### config.mk
export PLATFORM = sky130hd
export DESIGN_NAME = sc_psr_ctrl
export DESIGN_NICKNAME = d
export VERILOG_FILES = /design/src/rtl/sc_psr_ctrl_pkg.sv /design/src/rtl/sc_psr_cond_eval.sv /design/src/rtl/sc_psr_ctrl.sv
export SDC_FILE = /design/constraint.sdc
export NUM_CORES = 1
export LEC_CHECK = 0
export CORE_UTILIZATION = 44
export CTS_CLUSTER_DIAMETER = 100
export CTS_CLUSTER_SIZE = 16
export DETAILED_ROUTE_END_ITERATION = 12
export PLACE_DENSITY = 0.77
export SLEW_MARGIN = 5
export SYNTH_ARGS = -nofsm -noshare
export SYNTH_HDL_FRONTEND = slang
export SYNTH_HIERARCHICAL = 1
export SYNTH_SLANG_ARGS = --single-unit
### constraint.sdc
create_clock -name SC_PsrCtrl_CLOCK_50 -period 2.39 [get_ports SC_PsrCtrl_CLOCK_50]
set_input_delay 0.478 -clock SC_PsrCtrl_CLOCK_50 [delete_from_list [all_inputs] [get_ports SC_PsrCtrl_CLOCK_50]]
set_output_delay 0.478 -clock SC_PsrCtrl_CLOCK_50 [all_outputs]
set_load 0.03 [all_outputs]
### src/rtl/sc_psr_ctrl_pkg.sv
// Shared types and constants for the PSR flag-update controller.
// Holds FSM states, {N,Z,V,C} flag bit positions and SPARC icc condition codes.
`timescale 1ns/1ps
package sc_psr_ctrl_pkg;

  typedef enum logic [1:0] {
    ST_IDLE   = 2'd0,
    ST_DELAY  = 2'd1,
    ST_COMMIT = 2'd2
  } psr_state_e;

  localparam int unsigned FLAG_N = 3;
  localparam int unsigned FLAG_Z = 2;
  localparam int unsigned FLAG_V = 1;
  localparam int unsigned FLAG_C = 0;

  localparam int unsigned COND_W = 4;
  localparam int unsigned CNT_W  = 3;

  // Bit 3 of a condition inverts the base test selected by bits 2:0.
  localparam logic [COND_W-1:0] COND_NEVER  = 4'b0000;
  localparam logic [COND_W-1:0] COND_E      = 4'b0001;
  localparam logic [COND_W-1:0] COND_LE     = 4'b0010;
  localparam logic [COND_W-1:0] COND_L      = 4'b0011;
  localparam logic [COND_W-1:0] COND_LEU    = 4'b0100;
  localparam logic [COND_W-1:0] COND_CS     = 4'b0101;
  localparam logic [COND_W-1:0] COND_NEG    = 4'b0110;
  localparam logic [COND_W-1:0] COND_VS     = 4'b0111;
  localparam logic [COND_W-1:0] COND_ALWAYS = 4'b1000;
  localparam logic [COND_W-1:0] COND_NE     = 4'b1001;
  localparam logic [COND_W-1:0] COND_G      = 4'b1010;
  localparam logic [COND_W-1:0] COND_GE     = 4'b1011;
  localparam logic [COND_W-1:0] COND_GU     = 4'b1100;
  localparam logic [COND_W-1:0] COND_CC     = 4'b1101;
  localparam logic [COND_W-1:0] COND_POS    = 4'b1110;
  localparam logic [COND_W-1:0] COND_VC     = 4'b1111;

endpackage

### src/rtl/sc_psr_cond_eval.sv
// Combinational SPARC icc branch-condition evaluator.
`timescale 1ns/1ps
module sc_psr_cond_eval
  import sc_psr_ctrl_pkg::*;
#(
  parameter int unsigned DATAWIDTH_ALU_SELECTION = 4
) (
  input  logic [COND_W-1:0]                  cond,
  input  logic [DATAWIDTH_ALU_SELECTION-1:0] flags,
  output logic                               taken_c
);

  logic n, z, v, c;

  assign n = flags[FLAG_N];
  assign z = flags[FLAG_Z];
  assign v = flags[FLAG_V];
  assign c = flags[FLAG_C];

  always_comb begin
    taken_c = 1'b0;
    case (cond)
      COND_NEVER:  taken_c = 1'b0;
      COND_E:      taken_c = z;
      COND_LE:     taken_c = z | (n ^ v);
      COND_L:      taken_c = n ^ v;
      COND_LEU:    taken_c = c | z;
      COND_CS:     taken_c = c;
      COND_NEG:    taken_c = n;
      COND_VS:     taken_c = v;
      COND_ALWAYS: taken_c = 1'b1;
      COND_NE:     taken_c = ~z;
      COND_G:      taken_c = ~(z | (n ^ v));
      COND_GE:     taken_c = ~(n ^ v);
      COND_GU:     taken_c = ~(c | z);
      COND_CC:     taken_c = ~c;
      COND_POS:    taken_c = ~n;
      COND_VC:     taken_c = ~v;
      default:     taken_c = 1'b0;
    endcase
  end

endmodule

### src/rtl/sc_psr_ctrl.sv
// PSR write controller: arbitrates delayed explicit writes against ALU flag
// updates and resolves branches on flags forwarded ahead of the flag register.
`timescale 1ns/1ps
module sc_psr_ctrl
  import sc_psr_ctrl_pkg::*;
#(
  parameter int unsigned DATAWIDTH_ALU_SELECTION = 4,
  parameter int unsigned WRPSR_DELAY             = 3
) (
  input  logic                               SC_PsrCtrl_CLOCK_50,
  input  logic                               SC_PsrCtrl_RESET_InLow,
  input  logic                               SC_PsrCtrl_AluUpdate_In,
  input  logic [DATAWIDTH_ALU_SELECTION-1:0] SC_PsrCtrl_AluFlags_In,
  input  logic                               SC_PsrCtrl_WrReq_In,
  input  logic [DATAWIDTH_ALU_SELECTION-1:0] SC_PsrCtrl_WrData_In,
  input  logic [DATAWIDTH_ALU_SELECTION-1:0] SC_PsrCtrl_Psr_In,
  input  logic                               SC_PsrCtrl_BrEval_In,
  input  logic [COND_W-1:0]                  SC_PsrCtrl_Cond_In,
  output logic                               SC_PsrCtrl_Write_OutLow,
  output logic [DATAWIDTH_ALU_SELECTION-1:0] SC_PsrCtrl_Flags_Out,
  output logic                               SC_PsrCtrl_WrAck_Out,
  output logic                               SC_PsrCtrl_Busy_Out,
  output logic                               SC_PsrCtrl_Conflict_Out,
  output logic                               SC_PsrCtrl_Taken_Out,
  output logic                               SC_PsrCtrl_BrValid_Out
);

  localparam int unsigned FW = DATAWIDTH_ALU_SELECTION;

  psr_state_e      state;
  logic [CNT_W-1:0] cnt;
  logic [FW-1:0]   wr_data_q;
  logic            commit_go_c;
  logic [FW-1:0]   commit_data_c;
  logic [FW-1:0]   fwd_flags_c;
  logic            taken_c;

  // commit_go_c marks the edge whose registered outputs form the COMMIT cycle.
  always_comb begin
    commit_go_c   = 1'b0;
    commit_data_c = wr_data_q;
    case (state)
      ST_IDLE: begin
        if (SC_PsrCtrl_WrReq_In && (WRPSR_DELAY == 1)) begin
          commit_go_c   = 1'b1;
          commit_data_c = SC_PsrCtrl_WrData_In;
        end
      end
      ST_DELAY: commit_go_c = (cnt == CNT_W'(1));
      default:  commit_go_c = 1'b0;
    endcase
  end

  // A write still on the output bus has not yet landed in the flag register.
  assign fwd_flags_c = SC_PsrCtrl_Write_OutLow ? SC_PsrCtrl_Psr_In : SC_PsrCtrl_Flags_Out;

  sc_psr_cond_eval #(
    .DATAWIDTH_ALU_SELECTION(DATAWIDTH_ALU_SELECTION)
  ) u_cond_eval (
    .cond    (SC_PsrCtrl_Cond_In),
    .flags   (fwd_flags_c),
    .taken_c (taken_c)
  );

  always_ff @(posedge SC_PsrCtrl_CLOCK_50 or negedge SC_PsrCtrl_RESET_InLow) begin
    if (!SC_PsrCtrl_RESET_InLow) begin
      state                   <= ST_IDLE;
      cnt                     <= '0;
      wr_data_q               <= '0;
      SC_PsrCtrl_Write_OutLow <= 1'b1;
      SC_PsrCtrl_Flags_Out    <= '0;
      SC_PsrCtrl_WrAck_Out    <= 1'b0;
      SC_PsrCtrl_Busy_Out     <= 1'b0;
      SC_PsrCtrl_Conflict_Out <= 1'b0;
      SC_PsrCtrl_Taken_Out    <= 1'b0;
      SC_PsrCtrl_BrValid_Out  <= 1'b0;
    end else begin
      SC_PsrCtrl_WrAck_Out    <= 1'b0;
      SC_PsrCtrl_Conflict_Out <= 1'b0;
      SC_PsrCtrl_Write_OutLow <= 1'b1;
      SC_PsrCtrl_BrValid_Out  <= SC_PsrCtrl_BrEval_In;
      if (SC_PsrCtrl_BrEval_In) begin
        SC_PsrCtrl_Taken_Out <= taken_c;
      end

      case (state)
        ST_IDLE: begin
          if (SC_PsrCtrl_WrReq_In) begin
            wr_data_q           <= SC_PsrCtrl_WrData_In;
            SC_PsrCtrl_Busy_Out <= 1'b1;
            if (WRPSR_DELAY > 1) begin
              state <= ST_DELAY;
              cnt   <= CNT_W'(WRPSR_DELAY - 1);
            end
          end
        end
        ST_DELAY:  cnt <= cnt - CNT_W'(1);
        ST_COMMIT: begin
          state               <= ST_IDLE;
          SC_PsrCtrl_Busy_Out <= 1'b0;
        end
        default:   state <= ST_IDLE;
      endcase

      // The explicit write owns the flag bus on its commit edge; a coincident ALU update is dropped.
      if (commit_go_c) begin
        state                   <= ST_COMMIT;
        SC_PsrCtrl_Write_OutLow <= 1'b0;
        SC_PsrCtrl_Flags_Out    <= commit_data_c;
        SC_PsrCtrl_WrAck_Out    <= 1'b1;
        SC_PsrCtrl_Conflict_Out <= SC_PsrCtrl_AluUpdate_In;
      end else if (SC_PsrCtrl_AluUpdate_In) begin
        SC_PsrCtrl_Write_OutLow <= 1'b0;
        SC_PsrCtrl_Flags_Out    <= SC_PsrCtrl_AluFlags_In;
      end
    end
  end

endmodule

==> results.yml, run 1 <==
run_status:
  status: "finished clean"
placed_design:
  post_dp_cell_area_um2: 1290
  gp_congestion: 0.716
  dp_slack_ns: 0.224
  hpwl_um: 1280
  port_buffers: 30
floorplan:
  initial_core_util_pct: 47.6
  die_x_um: 48.5
  dieArea_um2: 2350
  pin_count: 31
  rows: 16
  die_y_um: 48.5
  core_area_um2: 2000
power:
  peakVddDrop_uv: 608
  power_density_nw_per_um2: 1030
  p_total_uw: 1360
  p_leak_uw: 0.000561
setup_path:
  critical-path-top-delay-family: "buffers and inverters"
  worstPathArrival_ns: 1.56
  start_kind: "flop"
  slowest_delay_ns: 0.68
  crit_chain: "clkdlybuf4s50_1"
  worstSetupEndpointType: "output pin"
  cp_max_fo: 5
  worst-path-buf-inv: 1
  critical_path.slowest_cell: "clkdlybuf4s50_1"
  worstSetupPathType: "flop to output pin"
  crit_required_ns: 1.91
cells_and_area:
  multiInputGateArea_um2: 444
  diodes: 0
  layout-drive-gt1-share_pct: 26.9
  areaGrowthSynthToFinish_pct: 38.1
  post-route-util_pct: 65.7
  layout_common_cells: "clkdlybuf4s50_1 (30), dfrtp_1 (18), mux2_2 (13), inv_1 (5), mux2_4 (4)"
  fill_cells: 161
  layout.cells.most_common: "clkdlybuf4s50_1"
  regArea_um2: 477
  num-nets-final: 128
  fin_area_um2: 1320
synth:
  yosysTopAreaCell: "dfrtp_1"
  synth_top_area_share_pct: 47.3
  syn_inst: 70
  synthesis.nets: 93
  avgSynthCellArea_um2: 13.6
  ys_seq_elements: 19
  yosys-top-cells-area: "dfrtp_1 (47%), mux2_2 (15%), mux2_4 (6.3%)"
  syn_area_um2: 952
  ys_types: 29
  yosys_warnings: 6
  yosysSeqAreaShare_pct: 50.1
sta:
  slew_headroom_pct: 76.8
  rsz0062_at_grt: "false"
  max_freq_mhz: 492
  worst_pin_slew_ns: 0.348
  period_needed_ns: 2.03
  setup_viol: 0
  finalClockSkew_ns: 0.00279
  period_share_pct: 85.1
  slew_violations: 0
  hold_viol: 0
  setup-tns-final_ns: 0
  postLayoutSetupSlackWorst_ns: 0.357
clock_tree:
  cts_buffers: 3
  clk_latency_ns: 0.29
  clk_pin_slew_ns: 0.10
  postCtsSetupRepairBufs: 0
  cts_buffer_depth: 2
  cts_max_level: 1
  clock-sinks: 19
  post_cts_resized: 0
  cts_tree: "done"
  cts_root_buf: "clkbuf_4"
  hold_buffers: 0
route:
  ant_nets: 0
  drt_wl_total_um: 1690
  avgRoutedWirePerCell_um: 12.9
  drt_pre_antenna_iters: 2
  drc: 0
  viasPerCell: 5.05
  vias: 662
  drtIter0Drc: 3
grt:
  grt_start_max_net_pins: 20
  grt_pass1_vias: 654
  grt.total_usage_pct: 16.6
  grt-ovfl-total: 0
  grt_pass1_wl_um: 2980
  grt_antenna_before_repair: 0
hold_path:
  hp-class: "input pin to async pin"
run:
  cap_violations: 0
[report_power, final]
part | switching (uW) | internal, uW | leakage (uW)
Combinational | 279 | 360 | 0.000322
Clock | 93.9 | 64.9 | 0.0000150
Sequential | 107 | 451 | 0.000225
Total | 480 | 876 | 0.000561
[state kept, by name (all words and copies together), names as in the netlist]
signal	count
SC_PsrCtrl_Taken_Out	1
SC_PsrCtrl_Conflict_Out	1
SC_PsrCtrl_WrAck_Out	1
SC_PsrCtrl_BrValid_Out	1
SC_PsrCtrl_Write_OutLow	1
cnt	3
SC_PsrCtrl_Flags_Out	4
state	2
SC_PsrCtrl_Busy_Out	1
commit_data_c	4
[routing by layer]
metal / part of all wire (%) / GRT usage (%) / vias to the layer above
li1: - / - / 324
met1: 42 / 19.6 / 314
met2: 50 / 28.2 / 22
met3: 7.1 / 3.77 / 2
met4: 0.77 / 8.82 / 0
met5: 0 / 0 / -
[cell type report]
type,instances,area share [%]
Sequential cell,19,36.3
Tap cell,27,2.57
Inverter,5,1.43
Timing Repair Buffer,32,24.0
Clock buffer,4,2.00
Multi-Input combinational cell,44,33.8
[cell usage after synthesis (all sizes together)]
cell type,instances
a211o,1
a21o,1
a21oi,1
a31oi,2
a32oi,1
and2,1
and3b,1
and4bb,2
buf,2
dfrtp,18
dfstp,1
ha,2
inv,5
mux2,17
mux2i,1
nand2b,1
nand3,1
nor2,1
nor2b,2
nor3b,2
nor4bb,1
o2111a,1
o21ai,1
o21bai,1
o22a,1
xor2,2
[through the flow]
| step | hold slack [ns] | std cells |
|---|---|---|
| 5_1_grt | 0.524 | 131 |
| 2_1_floorplan | 0.182 | 70 |
| 4_1_cts | 0.500 | 131 |
| 3_3_place_gp | 0.485 | 127 |
| 3_5_place_dp | 0.493 | 127 |
| 6_report | 0.501 | 131 |
[cell families (layout without fill, tap and decap cells)]
family                     after synthesis  count (layout)  share of synthesized area [%]
DFF                                     19              19                           50.1
buffers and inverters                    7              41                           3.29
AOI/OAI and AO/OA                       10              10                           8.28
muxes                                   18              18                           22.7
adders and majority gates                2               2                           2.63
and+or+nand+nor                         12              12                           11.2
xor gates and xnor gates                 2               2                           1.84
[worst paths after layout]
| path | slack [ns] | start | depth (start not counted) | endpoint |
|---|---|---|---|---|
| worst max-delay path | 0.36 | SC_PsrCtrl_Write_OutLow | 1 | SC_PsrCtrl_Write_OutLow |
| max in group asynchronous | 1.63 | SC_PsrCtrl_RESET_InLow | 2 | SC_PsrCtrl_Write_OutLow |
| min in group SC_PsrCtrl_CLOCK_50 | 0.51 | commit_data_c[0] | 1 | SC_PsrCtrl_Flags_Out[0] |
| worst min-delay path | 0.50 | SC_PsrCtrl_RESET_InLow | 2 | commit_data_c[2] |
| worst max register to register | 0.45 | SC_PsrCtrl_Write_OutLow | 6 | SC_PsrCtrl_Taken_Out |
| worst min register to register | 0.51 | commit_data_c[0] | 1 | SC_PsrCtrl_Flags_Out[0] |
Power figures use the tool's default switching activity.
==> inputs of run 2 (changes only) <==
--- a/config.mk
+++ b/config.mk
@@ -5,11 +5,12 @@
 export SDC_FILE = /design/constraint.sdc
 export NUM_CORES = 1
 export LEC_CHECK = 0
-export CORE_UTILIZATION = 44
+export CORE_UTILIZATION = 47
+export CTS_BUF_LIST = sky130_fd_sc_hd__clkbuf_4
 export CTS_CLUSTER_DIAMETER = 100
 export CTS_CLUSTER_SIZE = 16
 export DETAILED_ROUTE_END_ITERATION = 12
-export PLACE_DENSITY = 0.77
+export PLACE_DENSITY = 0.81
 export SLEW_MARGIN = 5
 export SYNTH_ARGS = -nofsm -noshare
 export SYNTH_HDL_FRONTEND = slang
==> results.yml, run 2 (same netlist as run 1, synthesis figures left out) <==
clock_tree:
  clk_pin_slew_ns: 0.10
  cts_buffer_depth: 2
  cts_buffers: 3
  post_cts_resized: 0
  hold_buffers: 0
  clock-sinks: 19
  cts_root_buf: "clkbuf_4"
  postCtsSetupRepairBufs: 0
  cts_tree: "done"
  clk_latency_ns: 0.29
  cts_max_level: 1
setup_path:
  start_kind: "flop"
  worst-path-buf-inv: 1
  crit_chain: "clkdlybuf4s50_1"
  worstSetupEndpointType: "output pin"
  rr_worst_depth: 6
  critical-path-top-delay-family: "buffers and inverters"
  r2r_setup_slack_ns: 0.50
  r2r-start: "SC_PsrCtrl_Write_OutLow"
  worstReg2RegEnd: "SC_PsrCtrl_Taken_Out"
  slowest_delay_ns: 0.68
  cp_max_fo: 5
  worstPathArrival_ns: 1.56
  critical_path.slowest_cell: "clkdlybuf4s50_1"
  crit_required_ns: 1.91
  worstSetupPathType: "flop to output pin"
floorplan:
  initial_core_util_pct: 52.3
  core_area_um2: 1820
  die_x_um: 47.0
  rows: 15
  dieArea_um2: 2210
  pin_count: 31
  die_y_um: 47.0
route:
  drt_pre_antenna_iters: 2
  vias: 655
  ant_nets: 0
  avgRoutedWirePerCell_um: 13.7
  drtIter0Drc: 9
  drt_wl_total_um: 1760
  viasPerCell: 5.08
  drc: 0
cells_and_area:
  diodes: 0
  areaGrowthSynthToFinish_pct: 38.2
  layout-drive-gt1-share_pct: 27.9
  post-route-util_pct: 72.3
  layout.cells.most_common: "clkdlybuf4s50_1"
  fill_cells: 135
  layout_common_cells: "clkdlybuf4s50_1 (30), dfrtp_1 (18), mux2_2 (13), inv_1 (5)"
  num-nets-final: 128
  fin_area_um2: 1320
sta:
  max_freq_mhz: 491
  rsz0062_at_grt: "false"
  period_share_pct: 85.3
  finalClockSkew_ns: 0.00263
  setup-tns-final_ns: 0
  slew_headroom_pct: 76.3
  slew_violations: 0
  period_needed_ns: 2.04
  worst_pin_slew_ns: 0.355
  hold_viol: 0
  setup_viol: 0
  postLayoutSetupSlackWorst_ns: 0.352
power:
  p_leak_uw: 0.000565
  power_density_nw_per_um2: 1040
  peakVddDrop_uv: 635
grt:
  grt.total_usage_pct: 19.7
  grt-ovfl-total: 0
  grt_pass1_vias: 632
  grt_pass1_wl_um: 2840
  grt_start_max_net_pins: 20
  grt_antenna_before_repair: 0
placed_design:
  port_buffers: 30
  post_dp_cell_area_um2: 1290
  gp_congestion: 0.668
  hpwl_um: 1330
  dp_slack_ns: 0.277
run:
  cap_violations: 0
hold_path:
  hp-class: "input pin to async pin"
run_status:
  status: "finished clean"
run 2: worst max-delay path by stage:
stage | from | to | slack, ns | cells past startpoint
6_report | SC_PsrCtrl_Write_OutLow | SC_PsrCtrl_Write_OutLow | 0.35 | 1
5_1_grt | SC_PsrCtrl_Write_OutLow | SC_PsrCtrl_Write_OutLow | 0.29 | 1
4_1_cts | SC_PsrCtrl_Write_OutLow | SC_PsrCtrl_Write_OutLow | 0.33 | 1
3_5_place_dp | SC_PsrCtrl_Psr_In[1] | SC_PsrCtrl_Taken_Out | 0.28 | 7
3_3_place_gp | SC_PsrCtrl_Psr_In[1] | SC_PsrCtrl_Taken_Out | 0.29 | 7
2_1_floorplan | SC_PsrCtrl_Write_OutLow | SC_PsrCtrl_Taken_Out | 0.47 | 6
run 2: final cells by class:
cell class / instances / area, um2 / share of cell area [%]
Clock buffer: 4 / 30.0 / 2.28
Inverter: 5 / 18.8 / 1.43
Multi-Input combinational cell: 44 / 444 / 33.7
Sequential cell: 19 / 477 / 36.2
Tap cell: 25 / 31.3 / 2.38
Timing Repair Buffer: 32 / 315 / 24.0
run 2: report_power, final:
part	internal [uW]	switching (uW)	total [uW]
Sequential	451	111	562
Combinational	360	282	643
Clock	76.3	94.4	171
Total	888	487	1370
run 2: metrics by stage:
| step | hold WS [ns] | total power (uW) | instances |
|---|---|---|---|
| CTS | 0.493 | 1390 | 129 |
| finish | 0.502 | 1370 | 129 |
| detailed placement | 0.488 | 1220 | 125 |
| global route | 0.507 | 1470 | 129 |
| floorplan | 0.182 | 994 | 70 |
| global placement | 0.491 | 1190 | 125 |
run 2: layer usage:
metal | track usage (%) | up-vias | share of wire [%]
li1 | - | 318 | -
met1 | 24.4 | 316 | 44
met2 | 31.4 | 19 | 49
met3 | 3.46 | 2 | 5.4
met4 | 13.7 | 0 | 1.5
met5 | 0 | - | 0
